[src/rtl/i4001_pkg.sv]
// Shared definitions for the i4001 bus responders: bus phases, I/O opcodes, widths.
package i4001_pkg;

  localparam int unsigned BUS_W  = 4;
  localparam int unsigned ROM_AW = 12;

  localparam logic [BUS_W-1:0] OPA_WRR = 4'h2;
  localparam logic [BUS_W-1:0] OPA_RDR = 4'hA;

  typedef enum logic [3:0] {
    PH_IDLE,
    PH_A1,
    PH_A2,
    PH_A3,
    PH_M1,
    PH_M2,
    PH_X1,
    PH_X2,
    PH_X3
  } phase_e;

  // SYNC restarts the instruction cycle from any phase; X3 without SYNC parks in IDLE.
  function automatic phase_e next_phase(input phase_e ph, input logic sync);
    phase_e nxt;
    nxt = PH_IDLE;
    if (sync) begin
      nxt = PH_A1;
    end else begin
      case (ph)
        PH_A1:   nxt = PH_A2;
        PH_A2:   nxt = PH_A3;
        PH_A3:   nxt = PH_M1;
        PH_M1:   nxt = PH_M2;
        PH_M2:   nxt = PH_X1;
        PH_X1:   nxt = PH_X2;
        PH_X2:   nxt = PH_X3;
        default: nxt = PH_IDLE;
      endcase
    end
    return nxt;
  endfunction

endpackage

[src/rtl/i4001_phase_counter.sv]
// Tracks the 8-phase 4004 instruction cycle framed by SYNC; shared by 4001/4002 responders.
module i4001_phase_counter
  import i4001_pkg::*;
(
  input  logic   clk,
  input  logic   rst,
  input  logic   sync,
  output phase_e phase
);

  phase_e phase_q;
  phase_e phase_d;

  always_comb begin
    phase_d = next_phase(phase_q, sync);
  end

  always_ff @(posedge clk or posedge rst) begin
    if (rst) begin
      phase_q <= PH_IDLE;
    end else begin
      phase_q <= phase_d;
    end
  end

  assign phase = phase_q;

endmodule

[src/rtl/i4001_bus_responder.sv]
// Serves ROM bytes to a 4004-style CPU as one 4001 chip (OPR in M1, OPA in M2).
// Optional I/O port (SRC/WRR/RDR) enabled by defining I4001_IO_PORT_EN.
module i4001_bus_responder
  import i4001_pkg::*;
#(
  parameter logic [3:0] CHIP_ID = 4'h0
) (
  input  logic              CLK,
  input  logic              RESET,
  input  logic              sync,
  input  logic              cm_rom,
  input  logic [BUS_W-1:0]  d_in,
  output logic [BUS_W-1:0]  d_out,
  output logic              d_oe,
  output logic              rom_rd,
  output logic [ROM_AW-1:0] rom_addr,
  input  logic [7:0]        rom_data
`ifdef I4001_IO_PORT_EN
  ,
  input  logic [BUS_W-1:0]  io_in,
  output logic [BUS_W-1:0]  io_out
`endif
);

  phase_e phase;

  i4001_phase_counter u_phase (
    .clk   (CLK),
    .rst   (RESET),
    .sync  (sync),
    .phase (phase)
  );

  logic [7:0]       addr_q,     addr_d;
  logic             selected_q, selected_d;
  logic [BUS_W-1:0] opa_q,      opa_d;
  logic             chip_hit;

  logic             io_drive;
  logic [BUS_W-1:0] io_dout;

  assign chip_hit = (d_in == CHIP_ID);
  assign rom_addr = {d_in, addr_q};

  always_comb begin
    addr_d     = addr_q;
    selected_d = selected_q;
    opa_d      = opa_q;
    rom_rd     = 1'b0;
    d_oe       = 1'b0;
    d_out      = '0;
    case (phase)
      PH_A1: begin
        addr_d[3:0] = d_in;
        selected_d  = 1'b0;
      end
      PH_A2: addr_d[7:4] = d_in;
      PH_A3: begin
        selected_d = chip_hit;
        rom_rd     = chip_hit;
      end
      PH_M1: begin
        opa_d = rom_data[3:0];
        if (selected_q) begin
          d_oe  = 1'b1;
          d_out = rom_data[7:4];
        end
      end
      PH_M2: begin
        if (selected_q) begin
          d_oe  = 1'b1;
          d_out = opa_q;
        end
      end
      PH_X2: begin
        if (io_drive) begin
          d_oe  = 1'b1;
          d_out = io_dout;
        end
      end
      default: ;
    endcase
    // A SYNC arriving mid-cycle aborts the fetch, so release the bus at once.
    if (sync) begin
      d_oe  = 1'b0;
      d_out = '0;
    end
  end

  always_ff @(posedge CLK or posedge RESET) begin
    if (RESET) begin
      addr_q     <= '0;
      selected_q <= 1'b0;
      opa_q      <= '0;
    end else begin
      addr_q     <= addr_d;
      selected_q <= selected_d;
      opa_q      <= opa_d;
    end
  end

`ifdef I4001_IO_PORT_EN
  logic             io_sel_q, io_sel_d;
  logic             io_op_q,  io_op_d;
  logic [BUS_W-1:0] io_opa_q, io_opa_d;
  logic [BUS_W-1:0] io_out_q, io_out_d;

  // The OPA of an I/O instruction is snooped from the bus on every chip.
  always_comb begin
    io_sel_d = io_sel_q;
    io_op_d  = io_op_q;
    io_opa_d = io_opa_q;
    io_out_d = io_out_q;
    io_drive = 1'b0;
    io_dout  = '0;
    case (phase)
      PH_A1: io_op_d = 1'b0;
      PH_M2: begin
        io_op_d  = cm_rom;
        io_opa_d = d_in;
      end
      PH_X2: begin
        if (io_op_q && io_sel_q) begin
          if (io_opa_q == OPA_WRR) begin
            io_out_d = d_in;
          end else if (io_opa_q == OPA_RDR) begin
            io_drive = 1'b1;
            io_dout  = io_in;
          end
        end
        if (cm_rom) begin
          io_sel_d = chip_hit;
        end
      end
      default: ;
    endcase
  end

  always_ff @(posedge CLK or posedge RESET) begin
    if (RESET) begin
      io_sel_q <= 1'b0;
      io_op_q  <= 1'b0;
      io_opa_q <= '0;
      io_out_q <= '0;
    end else begin
      io_sel_q <= io_sel_d;
      io_op_q  <= io_op_d;
      io_opa_q <= io_opa_d;
      io_out_q <= io_out_d;
    end
  end

  assign io_out = io_out_q;
`else
  logic unused_cm_rom;
  assign unused_cm_rom = cm_rom;
  assign io_drive      = 1'b0;
  assign io_dout       = '0;
`endif

endmodule

[config.mk]
export PLATFORM = sky130hd
export DESIGN_NAME = i4001_bus_responder
export DESIGN_NICKNAME = d
export VERILOG_FILES = /design/src/rtl/i4001_pkg.sv /design/src/rtl/i4001_phase_counter.sv /design/src/rtl/i4001_bus_responder.sv
export SDC_FILE = /design/constraint.sdc
export NUM_CORES = 1
export LEC_CHECK = 0
export ABC_AREA = 1
export BUFFER_PORTS_ARGS = -buffer_cell sky130_fd_sc_hd__buf_2
export CORE_UTILIZATION = 49
export DETAILED_ROUTE_END_ITERATION = 10
export GPL_TIMING_DRIVEN = 0
export MAX_ROUTING_LAYER = met4
export PLACE_DENSITY = 0.8
export SLEW_MARGIN = 0
export SYNTH_ARGS = -nofsm -noshare
export SYNTH_HDL_FRONTEND = slang
export SYNTH_SLANG_ARGS = --single-unit
[constraint.sdc]
create_clock -name CLK -period 2.59 [get_ports CLK]
set_input_delay 0.777 -clock CLK [delete_from_list [all_inputs] [get_ports CLK]]
set_output_delay 0.777 -clock CLK [all_outputs]
set_load 0.005 [all_outputs]
=== After elaboration in Yosys (flattened, before gate mapping) ===
Index checks and enable logic that the tools add are counted.

* Multiplexer cells: 11
* Equality and inequality tests: 7
* Reduce and logical (&&, ||, !) cells: 3

{| class="wikitable"
|+ Operators with widths
! kind !! count
|-
| 4-bit one-hot mux with 7 select lines || 1
|-
| 4-bit by 3-bit == test with 1-bit output, second input constant || 4
|-
| 4-bit two-way mux || 4
|-
| 4-bit by 2-bit == test with 1-bit output, second input constant || 2
|-
| 4-bit one-hot mux with 2 select lines || 1
|-
| 4-bit by 1-bit == test with 1-bit output, second input constant || 1
|-
| 4-bit logical NOT || 1
|-
| 1-bit two-way mux || 4
|-
| 1-bit one-hot mux with 2 select lines || 1
|-
| 2-bit nonzero test || 1
|-
| 2-bit OR reduction || 1
|}

* Flip-flop bits (word level): 17
* Output and inout port bits: 18
* Input bits: 16
* Word-level logic and storage cells: 26

=== Logic depth before layout (Yosys ltp) ===
Gate-level depths: netlist of run 1.

* Depth after elaboration: 4
* Mapped depth: 5
* Depth with buffers taken out: 5

=== Hierarchy ===
From an unflattened synthesis of run 1, not the netlist that was laid out.

* Cell total of the unflattened synthesis: 101
* Area total of the unflattened synthesis: 837.1 um^2

{| class="wikitable"
|+ By module, submodules not included
! module !! cells an instance !! area each (um^2) !! times used !! seq. area each (um^2)
|-
| i4001_bus_responder || 81 || 670.6 || 1 || 325.3
|-
| i4001_phase_counter || 20 || 166.4 || 1 || 100.1
|}

=== Least setup slack after synthesis of run 1 ===
No wires, ideal clock.

* Path type: input-to-output
* Start point: in sync
* End point: out d_oe
* Buffers on the path: 0
* Data arrival time: 1.158 ns
* Path slack: 0.655 ns
* Required time: 1.813 ns
* Stages on the path: 3
* Path through: inv_1 -> nand2_1 -> nor4_1

* Word-level cells in the longest chain between the ends: 1

{| class="wikitable"
|+ Ends and longest elaborated chain
! item !! line !! RTL
|-
| from (decl) || i4001_bus_responder.sv:10 || <nowiki>input logic sync,</nowiki>
|-
| 1-bit two-way mux || i4001_bus_responder.sv:84 || <nowiki>if (sync) begin</nowiki>
|-
| to (decl) || i4001_bus_responder.sv:14 || <nowiki>output logic d_oe,</nowiki>
|}

Every way passes these cells.

=== Worst setup path after layout of run 1 ===
* Start point: reg u_phase.phase_q[3], in the netlist u_phase.phase[3]
* End point: out d_out[1]

* Word-level cells in the longest chain between the ends: 3
* Elaborated cells between the ends (all ways): 4
* Classes of those cells: eq/ne: 2; mux: 2

{| class="wikitable"
|+ Ends and longest elaborated chain
! item !! line !! RTL
|-
| from (decl) || i4001_phase_counter.sv:11 || <nowiki>phase_e phase_q;</nowiki>
|-
| from (signal assigned) || i4001_phase_counter.sv:22 || <nowiki>phase_q <= phase_d;</nowiki>
|-
| 4-bit by 3-bit == test with 1-bit output || i4001_bus_responder.sv:52 || <nowiki>case (phase)</nowiki>
|-
| 4-bit one-hot mux with 2 select lines * || i4001_bus_responder.sv:52 ||
|-
| 4-bit two-way mux * || i4001_bus_responder.sv:84 ||
|-
| to (decl) || i4001_bus_responder.sv:13 || <nowiki>output logic [BUS_W-1:0] d_out,</nowiki>
|}

Mark *: on every way between the ends. The rest lies on a longest branch, timed or not.

==> results.md, run 1 <==
- Final worst path period share: 0.866
- Drt first pass iters: 4
- CTS tree: yes
- Synth Area in Simple Gates: 0.289
- Die ar.: 0.00183 mm^2
- Final setup violation count: 0
- Antenna-violating nets left: 0
- Clock Sinks: 17
- Root Driver: clkbuf_4
- Latest clock arrival within the worst-skew pair: 0.28 ns
- H-tree levels: 1
- Critical setup path kind: flip-flop to primary output
- DR vias: 726
- Synth Area in Compound Gates: 0.0985
- Xor/xnor share of the synthesized area: 0
- Min Tclk post-route: 2.24 ns
- Post-CTS Hold Buffers: 0
- Number of max-slew violations in the final report: 0
- Routed WL: 1640 um
- Netlist cell types: 17
- Post-CTS setup buffer count: 0
- Synthesized instance count: 94
- YS warnings: 0
- Placed cells: 142
- Initial DRC Count: 5
- # nets final: 147
- Sequential share of the synthesized area: 0.523
- Peak Freq: 0.446 GHz
- Internal power: 483 uW
- Critical Path Source Type: flip-flop
- Routability congestion estimate: 0.781
- Part of the power in registers: 0.537
- Ant diodes: 0
- WP data required: 1.81 ns
- RSZ-0062 raised after global routing: false
- DP HPWL: 1230 um
- Worst relative slew slack: 0.570
- Setup Skew: 0.000853 ns
- Maximum vdd drop: 0.422 mV
- Clock-pin slew on the worst setup and hold paths: 0.10 ns
- Synth Area in Adders: 0
- Proportion of synthesized area in mux cells: 0
- Die H: 42.7 um
- CTS buffer count: 3
- Core area: 0.00152 mm^2
- Clock power frac: 0.198
- Initial Util: 0.534
- Setup TNS: 0 ns
- Switching Fraction: 0.317
- Synthesis-stage register bit count: 17
- Static leakage: 0.538 nW
- Syn avg cell area: 8.65 um^2
- Share of cells above drive strength 1: 0.377
- First-pass GRT wire length: 2780 um
- Power Dens Cells: 694 mW/mm^2
- GRT Overall Usage: 0.211
- Via-to-Cell Ratio: 4.97
- Grt ovf: 0
- Post-Layout Cell Count: 146
- Maxcap violations: 0
- Hold Path Class: flip-flop to flip-flop
- Drt wl/cell: 11.2 um
- Max FO, Critical Path: 10
- Worst-Margin Slew: 0.644 ns
- Clock Tree Buf Depth: 2
- Initial antenna violation count: 0
- NetSw: 225 uW
- Syn Std Cell Area: 813 um^2
- Die X: 42.7 um
- I/O pin total: 34
- Largest family of logic cells by synthesized area: simple AND/OR/NAND/NOR gates
- Outcome: finished, final reports clean
- Number of remaining DRC errors: 0
- Area Overhead vs Synth: 25.4%
- Fin. Hold Viols: 0
- Post-Syn Nets: 110
- I/O Buffers: 32
- Resize count post-CTS: 0
- Pin count of the biggest net entering global routing: 18
- Worst endpoint data arrival time: 1.47 ns
- Crit end category: primary output
- Num rows: 14
- Number of global-route vias before repair: 625
- Comb pwr share: 0.265
==> worst paths after layout <==
| kind | slack [ns] | depth (start not counted) | to | from |
|---|---|---|---|---|
| max | 0.35 | 5 | d_out[1] | u_phase.phase[3]$_DFF_PP0_ |
| min | 0.49 | 2 | opa_q[3]$_DFFE_PP0P_ | opa_q[3]$_DFFE_PP0P_ |
| max reg2reg | 1.42 | 5 | opa_q[1]$_DFFE_PP0P_ | u_phase.phase[1]$_DFF_PP0_ |
| min reg2reg | 0.49 | 2 | opa_q[3]$_DFFE_PP0P_ | opa_q[3]$_DFFE_PP0P_ |
| max in group asynchronous | 1.61 | 2 | u_phase.phase[1]$_DFF_PP0_ | RESET |
| min in group asynchronous | 0.57 | 2 | addr_q[3]$_DFFE_PP0P_ | RESET |
==> flip-flops by register name (all words and copies together) (netlist names) <==
signal,cells
selected_q,1
addr_q,8
opa_q,4
u_phase.phase,4
==> critical path, cell delays in order (launching register included) <==
cell	delay (ns)
dfrtp_1	0.48
nor2_4	0.18
buf_4	0.18
nand3_1	0.08
a21oi_1	0.14
buf_2	0.13
==> cells in the mapped netlist, drive strengths merged <==
cell type | number | area (um^2)
buf | 6 | 42.5
inv | 8 | 30.0
o21ai | 11 | 55.1
nor2 | 5 | 43.8
nand2 | 24 | 92.6
nand3 | 14 | 75.1
nand4 | 1 | 6.26
nor3 | 1 | 5.00
dfrtp | 17 | 425
a21oi | 5 | 25.0
nor4 | 2 | 12.5
==> stage by stage <==
| stage | worst slack [ns] | hold slack (ns) | instance area [um^2] | util | power (mW) |
|---|---|---|---|---|---|
| final | 0.347 | 0.486 | 1020 | 0.669 | 0.708 |
| after global routing | 0.194 | 0.506 | 1020 | 0.669 | 0.752 |
| after CTS | 0.321 | 0.484 | 1020 | 0.669 | 0.713 |
| after detailed placement | 0.404 | 0.462 | 993 | 0.652 | 0.573 |
| after global placement | 0.412 | 0.460 | 993 | 0.652 | 0.566 |
| after floorplan | 0.655 | 0.443 | 813 | - | 0.496 |
==> cell usage in the layout (no fill, tap or decap), types with 3 or more instances in the layout <==
cell       n
buf_2     33
nand2_1   23
dfrtp_1   17
nand3_1   13
o21ai_1   11
inv_1      6
buf_4      5
a21oi_1    5
nor2_4     3
clkbuf_4   3
==> power by group through the flow <==
stage	registers [mW]	clock network (mW)	logic, mW
final	0.380	0.140	0.188
after global routing	0.388	0.152	0.212
after CTS	0.380	0.143	0.191
after detailed placement	0.383	0	0.190
after global placement	0.383	0	0.183
after floorplan	0.385	0	0.111
==> metal layers <==
| metal | track usage | share of wire | vias to the layer above |
|---|---|---|---|
| met5 | - | 0 | - |
| met4 | 0.131 | 0.0092 | 0 |
| met3 | 0.0255 | 0.043 | 2 |
| met2 | 0.294 | 0.48 | 20 |
| met1 | 0.293 | 0.47 | 322 |
| li1 | - | - | 382 |
==> final cells by class <==
class                           instances  area [um^2]
Buffer                                  6         42.5
Clock buffer                            4         26.3
Fill cell                             147          504
Inverter                                8         30.0
Multi-Input combinational cell         63          315
Sequential cell                        17          425
Tap cell                               16         20.0
Timing Repair Buffer                   32          160
==> kinds of logic after synthesis <==
group / Yosys count
buf+inv: 14
compound gates: 16
simple gates: 47
flops: 17
(Power assumes the default switching activity.)
==> run 2, diff against run 1 <==
MAX_ROUTING_LAYER = not set   (was met4)
==> results.md, run 2 (synthesis gave the netlist of run 1 again) <==
- Outcome: finished, final reports clean
- RSZ-0062 raised after global routing: false
- Die ar.: 0.00183 mm^2 (unchanged)
- Slowest stage delay, CP: 0.48 ns (about the same)
- Worst-path cell chain: nor2_4 -> buf_4 -> nand3_1 -> a21oi_1 -> buf_2
- Post-CTS Hold Buffers: 0 (unchanged)
- Setup Skew: 0.000855 ns (+0.00000172 ns)
- Drt first pass iters: 4 (unchanged)
- CTS buffer count: 3 (unchanged)
- Initial Util: 0.534 (unchanged)
- Number of global-route vias before repair: 625 (unchanged)
- Filler cell count: 147 (unchanged)
- I/O pin total: 34 (unchanged)
- Root Driver: clkbuf_4
- Peak Freq: 0.446 GHz (unchanged)
- Worst endpoint data arrival time: 1.47 ns (about the same)
- Number of remaining DRC errors: 0 (unchanged)
- Most common cell after layout, fill and taps aside: buf_2
- Static leakage: 0.538 nW (unchanged)
- Most frequent cells in the layout: buf_2, nand2_1, dfrtp_1
- Critical setup path kind: flip-flop to primary output
- Min Tclk post-route: 2.24 ns (+0.00000100 ns)
- Post-Layout Cell Count: 146 (unchanged)
- Die X: 42.7 um (unchanged)
- Critical path's slowest cell: dfrtp_1
- Die H: 42.7 um (unchanged)
- Maxcap violations: 0 (unchanged)
- Largest reg by FF count: addr_q
- Hold Path Class: flip-flop to flip-flop
- Max FO, Critical Path: 10 (unchanged)
- Placed cells: 142 (unchanged)
- Final worst path period share: 0.866 (about the same)
- GRT Overall Usage: 0.205 (-0.00571)
- Resize count post-CTS: 0 (unchanged)
- Largest register FFs: 8 (unchanged)
- Clock Sinks: 17 (unchanged)
- Met3 track utilization from global routing: 0.0255 (unchanged)
- Crit path max-delay family: flip-flops
- Ant diodes: 0 (unchanged)
- Latest clock arrival within the worst-skew pair: 0.28 ns (about the same)
- Fin. Hold Viols: 0 (unchanged)
- Multi-input gate area: 315 um^2 (unchanged)
- Post-CTS setup buffer count: 0 (unchanged)
- # nets final: 147 (unchanged)
- DR vias: 726 (unchanged)
- Clock Tree Buf Depth: 2 (unchanged)
- Worst setup margin: 0.347 ns (-0.00000100 ns)
- Antenna-violating nets left: 0 (unchanged)
- Clock-pin slew on the worst setup and hold paths: 0.10 ns (about the same)
- GRT met2 Usage: 0.294 (unchanged)
- Power Dens Cells: 694 mW/mm^2 (about the same)
- Worst relative slew slack: 0.570 (unchanged)
- Setup TNS: 0 ns (unchanged)
- Crit end category: primary output
- Area Overhead vs Synth: 25.4% (unchanged)
- Core area: 0.00152 mm^2 (unchanged)
- Post-Place Worst Slack: 0.404 ns (unchanged)
- First-pass GRT wire length: 2770 um (-0.25%)
- H-tree levels: 1 (unchanged)
- Gr busiest metal: met2
- Worst-Margin Slew: 0.644 ns (unchanged)
- Grt ovf: 0 (unchanged)
- I/O Buffers: 32 (unchanged)
- Num rows: 14 (unchanged)
- Routed WL: 1640 um (unchanged)
- Met1 Usage GRT: 0.293 (unchanged)
- Final setup violation count: 0 (unchanged)
- CTS tree: yes
- Share of cells above drive strength 1: 0.377 (unchanged)
- Drt wl/cell: 11.2 um (unchanged)
- Initial antenna violation count: 0 (unchanged)
- Bufs and invs on worst path: 2 (unchanged)
- WP data required: 1.81 ns (about the same)
- Initial DRC Count: 5 (unchanged)
- DP HPWL: 1230 um (unchanged)
- Number of max-slew violations in the final report: 0 (unchanged)
- Critical Path Source Type: flip-flop
- Maximum vdd drop: 0.422 mV (about the same)
- Storage cell area: 425 um^2 (unchanged)
- Routability congestion estimate: 0.771 (-1.3%)
- Pin count of the biggest net entering global routing: 18 (unchanged)
- Via-to-Cell Ratio: 4.97 (unchanged)
## run 2: final timing paths
path                                            start                    endpoint  slack (ns)  cells past startpoint
max                        u_phase.phase[3]$_DFF_PP0_                    d_out[1]        0.35                      5
min                              opa_q[3]$_DFFE_PP0P_        opa_q[3]$_DFFE_PP0P_        0.49                      2
max reg2reg                u_phase.phase[1]$_DFF_PP0_        opa_q[1]$_DFFE_PP0P_        1.42                      5
min reg2reg                      opa_q[3]$_DFFE_PP0P_        opa_q[3]$_DFFE_PP0P_        0.49                      2
max in group asynchronous                       RESET  u_phase.phase[1]$_DFF_PP0_        1.61                      2
min in group asynchronous                       RESET       addr_q[3]$_DFFE_PP0P_        0.57                      2
## run 2: stage by stage
step | hold WS [ns] | power [mW] | util | instance area (um^2)
3_3_place_gp | 0.460 | 0.566 | 0.652 | 993
2_1_floorplan | 0.443 | 0.496 | - | 813
5_1_grt | 0.506 | 0.752 | 0.669 | 1020
3_5_place_dp | 0.462 | 0.573 | 0.652 | 993
4_1_cts | 0.484 | 0.713 | 0.669 | 1020
6_report | 0.486 | 0.708 | 0.669 | 1020
## run 2: worst reg2reg max path: cells and delay by family, from the launching register on
kind          cells  cell delay [ns]
simple gates      4             0.53
buf+inv           1             0.18
flops             1             0.36
## run 2: final cells by class
type	instances	area share
inverters	8	0.0294
flip-flops and latches	17	0.417
repair buffers	32	0.157
multi-input cells	63	0.309
clock buffers	4	0.0258
well taps	16	0.0196
plain buffers	6	0.0417
## run 2: where the power goes
| part | switching (mW) | leakage, nW | internal, mW |
|---|---|---|---|
| logic | 0.104 | 0.312 | 0.0838 |
| clock network | 0.0805 | 0.0150 | 0.0598 |
| registers | 0.0404 | 0.211 | 0.340 |
## run 2: metal layers
layer	part of all wire	up-vias
li1	-	382
met1	0.47	322
met2	0.48	20
met3	0.042	2
met4	0.0092	0
met5	0	-
